===== config.mk =====
export PLATFORM = sky130hd
export DESIGN_NAME = cnt_dly_macrocell
export DESIGN_NICKNAME = d
export VERILOG_FILES = /design/src/rtl/cnt_dly_macrocell.sv
export SDC_FILE = /design/constraint.sdc
export NUM_CORES = 1
export LEC_CHECK = 0
export CAP_MARGIN = 5
export CORE_ASPECT_RATIO = 0.5
export CORE_MARGIN = 4
export CORE_UTILIZATION = 40
export CTS_BUF_LIST = sky130_fd_sc_hd__clkbuf_8
export DETAILED_ROUTE_END_ITERATION = 8
export DONT_BUFFER_PORTS = 1
export PLACE_DENSITY_LB_ADDON = 0.15
export SLEW_MARGIN = 10
export SYNTH_ARGS = -nofsm -noshare
export SYNTH_HDL_FRONTEND = slang
export SYNTH_SLANG_ARGS = --single-unit
export TNS_END_PERCENT = 100

===== constraint.sdc =====
create_clock -name i_clk -period 3.45 [get_ports i_clk]
set_input_delay 0.5175 -clock i_clk [delete_from_list [all_inputs] [get_ports i_clk]]
set_output_delay 0.5175 -clock i_clk [all_outputs]
set_load 0.02 [all_outputs]

===== src/rtl/cnt_dly_macrocell.sv =====
// rtl/cnt_dly_macrocell.sv - SLG46620-style CNT/DLY/ONESHOT/FSM counter macrocell with edge detector
// Optional: define CNT_FSM_UP_EN to let FSM mode count up while i_up is high.
module cnt_dly_macrocell #(
    parameter int BIT_WIDTH        = 14,
    parameter bit DLY_HIGH_IS_BOTH = 1'b1
) (
    input  logic                 i_clk,
    input  logic                 i_reset,
    input  logic [1:0]           i_mode_select,
    input  logic [1:0]           i_edge_reset_mode_select,
    input  logic                 i_resetin_timer,
    input  logic [BIT_WIDTH-1:0] i_counter_data,
    input  logic                 i_up,
    input  logic                 i_keep,
    output logic                 o_edge_detect_out,
    output logic [BIT_WIDTH-1:0] o_count,
    output logic                 o_out
);
    localparam logic [1:0] MODE_CNT     = 2'd0;
    localparam logic [1:0] MODE_DLY     = 2'd1;
    localparam logic [1:0] MODE_ONESHOT = 2'd2;
    localparam logic [1:0] MODE_FSM     = 2'd3;

    localparam logic [1:0] EDGE_BOTH = 2'd0;
    localparam logic [1:0] EDGE_FALL = 2'd1;
    localparam logic [1:0] EDGE_RISE = 2'd2;
    localparam logic [1:0] EDGE_HIGH = 2'd3;

    localparam logic [BIT_WIDTH-1:0] CNT_ONE = BIT_WIDTH'(1);
    localparam logic [BIT_WIDTH-1:0] CNT_MAX = '1;

    typedef enum logic {ST_IDLE, ST_RUN} state_t;

    state_t               state_q, state_d;
    logic [BIT_WIDTH-1:0] count_q, count_d;
    logic [1:0]           mode_q, mode_d;
    logic                 resetin_q, resetin_d;
    logic                 target_q, target_d;
    logic                 out_q, out_d;
    logic                 rise, fall, ev, mode_change, count_zero, fsm_out;

    assign rise        = ~resetin_q & i_resetin_timer;
    assign fall        = resetin_q & ~i_resetin_timer;
    assign mode_change = (i_mode_select != mode_q);
    assign count_zero  = (count_q == '0);

    // A level-sensitive trigger makes no sense for a delay line, so DLY reinterprets it.
    always_comb begin
        ev = 1'b0;
        case (i_edge_reset_mode_select)
            EDGE_BOTH: ev = rise | fall;
            EDGE_FALL: ev = fall;
            EDGE_RISE: ev = rise;
            EDGE_HIGH: begin
                if (i_mode_select == MODE_DLY) ev = DLY_HIGH_IS_BOTH ? (rise | fall) : 1'b0;
                else                           ev = i_resetin_timer;
            end
            default:   ev = 1'b0;
        endcase
    end

`ifdef CNT_FSM_UP_EN
    assign fsm_out = i_up ? (count_q == CNT_MAX) : count_zero;
`else
    logic unused_up;
    assign unused_up = i_up;
    assign fsm_out   = count_zero;
`endif

    always_comb begin
        resetin_d = i_resetin_timer;
        mode_d    = i_mode_select;
        count_d   = count_q;
        state_d   = state_q;
        target_d  = target_q;
        out_d     = out_q;
        if (mode_change) begin
            count_d = i_counter_data;
            state_d = ST_IDLE;
            out_d   = 1'b0;
        end else begin
            case (i_mode_select)
                MODE_CNT: begin
                    if (ev) begin
                        count_d = i_counter_data;
                        out_d   = 1'b0;
                    end else if (count_zero) begin
                        count_d = i_counter_data;
                        out_d   = 1'b1;
                    end else begin
                        count_d = count_q - CNT_ONE;
                        out_d   = 1'b0;
                    end
                end
                MODE_DLY: begin
                    if (ev) begin
                        count_d  = i_counter_data;
                        target_d = i_resetin_timer;
                        state_d  = ST_RUN;
                    end else if (state_q == ST_RUN) begin
                        if (count_zero) begin
                            out_d   = target_q;
                            state_d = ST_IDLE;
                        end else begin
                            count_d = count_q - CNT_ONE;
                        end
                    end
                end
                MODE_ONESHOT: begin
                    if (state_q == ST_IDLE) begin
                        if (ev) begin
                            count_d = i_counter_data;
                            out_d   = 1'b1;
                            state_d = ST_RUN;
                        end
                    end else if (count_zero) begin
                        out_d   = 1'b0;
                        state_d = ST_IDLE;
                    end else begin
                        count_d = count_q - CNT_ONE;
                    end
                end
                default: begin
                    if (ev) begin
                        count_d = i_counter_data;
                    end else if (!i_keep) begin
`ifdef CNT_FSM_UP_EN
                        count_d = i_up ? (count_q + CNT_ONE) : (count_q - CNT_ONE);
`else
                        count_d = count_q - CNT_ONE;
`endif
                    end
                    out_d = 1'b0;
                end
            endcase
        end
    end

    always_ff @(posedge i_clk or posedge i_reset) begin
        if (i_reset) begin
            resetin_q <= 1'b0;
            mode_q    <= MODE_CNT;
            count_q   <= '0;
            state_q   <= ST_IDLE;
            target_q  <= 1'b0;
            out_q     <= 1'b0;
        end else begin
            resetin_q <= resetin_d;
            mode_q    <= mode_d;
            count_q   <= count_d;
            state_q   <= state_d;
            target_q  <= target_d;
            out_q     <= out_d;
        end
    end

    // FSM output is a live decode of the count; the other modes drive a registered output.
    assign o_out             = (mode_q == MODE_FSM) ? fsm_out : out_q;
    assign o_count           = count_q;
    assign o_edge_detect_out = ev;
endmodule

# ---- After elaboration in Yosys (flattened, before gate mapping)
# Index checks and enable logic that the tools add are counted.
dict set report op_classes {
  addsub 1
  n_eq_ne 14
  muxes 31
  n_bitwise 6
  n_reduce_logical 7
}
# cell n
set ops {}
lappend ops {{$mux W14} 10}
lappend ops {{$pmux W14 S3} 1}
lappend ops {{$mux W1} 17}
lappend ops {{$logic_not A14 Y1} 1}
lappend ops {{$sub A14 B1 Y14 const B} 1}
lappend ops {{$ne A4 B4 Y1 const B} 3}
lappend ops {{$ne A3 B3 Y1 const B} 3}
lappend ops {{$eq A2 B2 Y1 const B} 4}
lappend ops {{$ne A6 B1 Y1 const B} 1}
lappend ops {{$reduce_and A3 Y1} 2}
lappend ops {{$reduce_and A5 Y1} 1}
lappend ops {{$eq A2 B1 Y1 const B} 2}
lappend ops {{$logic_not A2 Y1} 2}
lappend ops {{$pmux W1 S4} 1}
lappend ops {{$not A1 Y1} 3}
lappend ops {{$pmux W1 S3} 1}
lappend ops {{$reduce_bool A3 Y1} 1}
lappend ops {{$and A1 B1 Y1} 2}
lappend ops {{$ne A2 B2 Y1} 1}
lappend ops {{$pmux W1 S2} 1}
lappend ops {{$or A1 B1 Y1} 1}
dict set report word_totals {
  reg_bits 20
  inputBits 23
  out_inout_bits 16
  wordCells 65
}

# ---- Depth between registers and ports, before layout
dict set report depth {
  depth_word 9
  mapped_depth 11
  depth_no_buf 9
}

# ---- Least setup slack after synthesis
# Ideal clock, no wire load.
dict set report synth_timing {
  path_kind {register to output}
  start {reg count_q[0], in the netlist o_count[0]}
  end {out o_out}
  arrival_ns 2.504
  required_time_ns 2.932
  path_slack_ns 0.429
  stages_incl_launch_ff 9
  path_buffers 3
  path_cell_list {dfrtp_1 > clkbuf_1 > inv_1 > ha_1 > or4b_1 > buf_2 > or4_1 > clkbuf_2 > o21ai_0}
}
dict set report synth_between {
  elab_chain_len 2
}
# item line_no
set synth_lines {}
lappend synth_lines {{start, declared} 35} ;# logic [BIT_WIDTH-1:0] count_q, count_d;
lappend synth_lines {{start signal, assigned} 150} ;# count_q <= count_d;
lappend synth_lines {{$logic_not A14 Y1} 45} ;# assign count_zero = (count_q == '0);
lappend synth_lines {{$mux W1} 158} ;# assign o_out = (mode_q == MODE_FSM) ? fsm_out : out_q;
lappend synth_lines {{end, declared} 17} ;# output logic o_out
# Every way passes these cells.

# ---- Worst setup path in the final report
dict set report layout_timing {
  start {reg count_q[1], in the netlist o_count[1]}
  end {out o_out}
}
# Same word-level chain as after synthesis.

==> metrics.txt <==
DP HPWL=6.00 mm; Peak Freq=321 MHz; DIE HEIGHT=61.3 µm; Yosys cell types=71; VDD IR max=0.161 mV; Crit Path Max Fanout=7; DP Cell Count=371; Rel. slew slack=0.200; hold crit path type=in2reg; Die Area=7020 µm²; Clock Skew=1.46 ps; # IOs=39; Final Max Slew Viols=0; Critical Path RT=2930 ps; clk_lat worst skew=270 ps; synthesis-to-finish area growth=6.94%; Logic pwr share=0.380; cell-internal power=0.499 mW; Primary FF master, synth=dfrtp_1; via count=2562; Util after Layout=0.442; met1 WL=3.71 mm; Nets=329; Yosys Warn Count=0; Reg power frac=0.393; Pwr Density=364 nW/µm²; CTS sink count=20; share of layout cells above drive strength 1=0.109; DR top layer=met4; CTS tree=done; Worst Tran Pin Value=1190 ps; sequential area share after synthesis=0.220; status=completed; Startpoint Class=register; IO buf count=0; diode count=0; H-tree levels=1; Setup violations, final=0; Finished Cell Area=2430 µm²; post-CTS sizing=0; syn_nets=330; R2R depth=8; switching share of total power=0.434; critical path class=reg2out; drt total wl=8.19 mm; met2 WL=3.46 mm; hold path cells=0; Final Hold Fails=0; hold buffer count at CTS=0; WL per Instance=21.8 µm; Non-Filler Instances=375; Synth Cell Area=2270 µm²; max-cap viol count=0; Num CTS Buffers=3; synth top area cells=dfrtp_1 (22%), nor2_1 (5.3%), nand2_1 (4.8%); first-pass GRT wire length=12.9 mm; Post-DP Area=2370 µm²; clock network fraction of design power=0.227; FP Rows=19; Routed Antenna Nets=0; overall power=0.883 mW; Critical Path AT=2600 ps; TNS Setup=0 ps; initial DRC count=288; unrepaired setup endpoints after global routing=false; Final Critical Period=3120 ps; Die Wd=115 µm; Post-synth EDFFs=0; Final WS setup=330 ps; Via-to-Cell Ratio=6.83; Leakage Power=0.965 nW; Synth top cells by count=nor2_1 (32), nand2_1 (29), a21oi_1 (21); Root Driver=clkbuf_8; Post-Synthesis Cells=304; syn_area_per_cell=7.47 µm²; Tcrit/Tclk final=0.904; placeable core area=5490 µm²; GRT Total Usage=0.238; starting density of the core=0.414; dominant cell type by area after synthesis=dfrtp_1; count leader, synth=nor2_1; CTS max path bufs=2; Crit. End Element=output port; Setup Buffers After CTS=0; hold slack=261 ps; DRT Pass-1 Iters=6; Worst-path clk slew=90 ps; Net Switching=0.384 mW; largest net degree at the start of global routing=26; Setup WS pre-CTS=549 ps; GR Overflow Total=0; placer congestion estimate=0.896; async set or reset register ratio after synthesis=1.00; Synth top area share=0.220; DR DRC count=0; Seq cells post-synth=20; antenna violations before repair=0; Met3 Wirelength=902 µm; vias in the first global route=2388
-- registers in the layout (all words and copies together), names as in the netlist --
signal and cells:
mode_q 2, o_count 14, out_q 1, resetin_q 1
state_q 1, target_q 1
-- power groups by stage --
stage / logic (mW) / registers, mW / clock network (mW)
after global placement: 0.324 / 0.349 / 0
after detailed placement: 0.328 / 0.351 / 0
final: 0.335 / 0.347 / 0.200
after global routing: 0.366 / 0.355 / 0.208
after CTS: 0.330 / 0.346 / 0.205
after floorplan: 0.265 / 0.332 / 0
-- layer usage --
metal | GRT usage | vias up
met5 | 0 | -
met3 | 0.0687 | 12
li1 | - | 1170
met1 | 0.335 | 1237
met4 | 0.0389 | 0
met2 | 0.373 | 143
-- worst max-delay path, stage by stage, from the launching register on --
cell     delay [ps]
dfrtp_1         510
inv_1           100
ha_1            210
or4b_1          660
or4_1           500
o21ai_0         170
buf_4           160
-- placed cells by master, fill, tap and decap left out, types with 5 or more instances in the layout --
master,instances
o21ai_0,17
nor3_1,9
o31ai_1,6
o221ai_1,5
dfrtp_1,20
nor2_1,32
inv_1,10
a22oi_1,7
a21oi_1,21
nand3_1,10
xnor2_1,5
o211a_1,5
buf_4,15
o211ai_1,5
a31oi_1,7
nand2_1,29
-- path summary, 6_finish.rpt --
check	end	startpoint	slack, ps
max reg2reg	o_count[8]	o_count[1]	480
min in group asynchronous	o_count[10]	i_reset	300
min	resetin_q	i_resetin_timer	260
min reg2reg	target_q	target_q	520
max in group asynchronous	o_count[2]	i_reset	2620
max	o_out	o_count[1]	330
-- cells by family (layout without fill, tap and decap cells) --
family          Yosys count  after routing  synth area share
compound gates          117            117             0.369
simple gates            117            117             0.268
buf+inv                  32             30            0.0628
flops                    20             20             0.220
xor+xnor                  9              9            0.0347
mux                       6              6            0.0286
fa+ha+maj                 3              3            0.0165
-- layout make-up --
| cell class | count | area (µm²) |
|---|---|---|
| fill | 567 | 3060 |
| multi-input combinational | 252 | 1630 |
| sequential | 20 | 500 |
| timing repair buffer | 15 | 113 |
| tap | 73 | 91.3 |
| clock buffer | 4 | 55.1 |
| inverter | 11 | 41.3 |
Note: power is estimated with default switching activity, not from simulation.
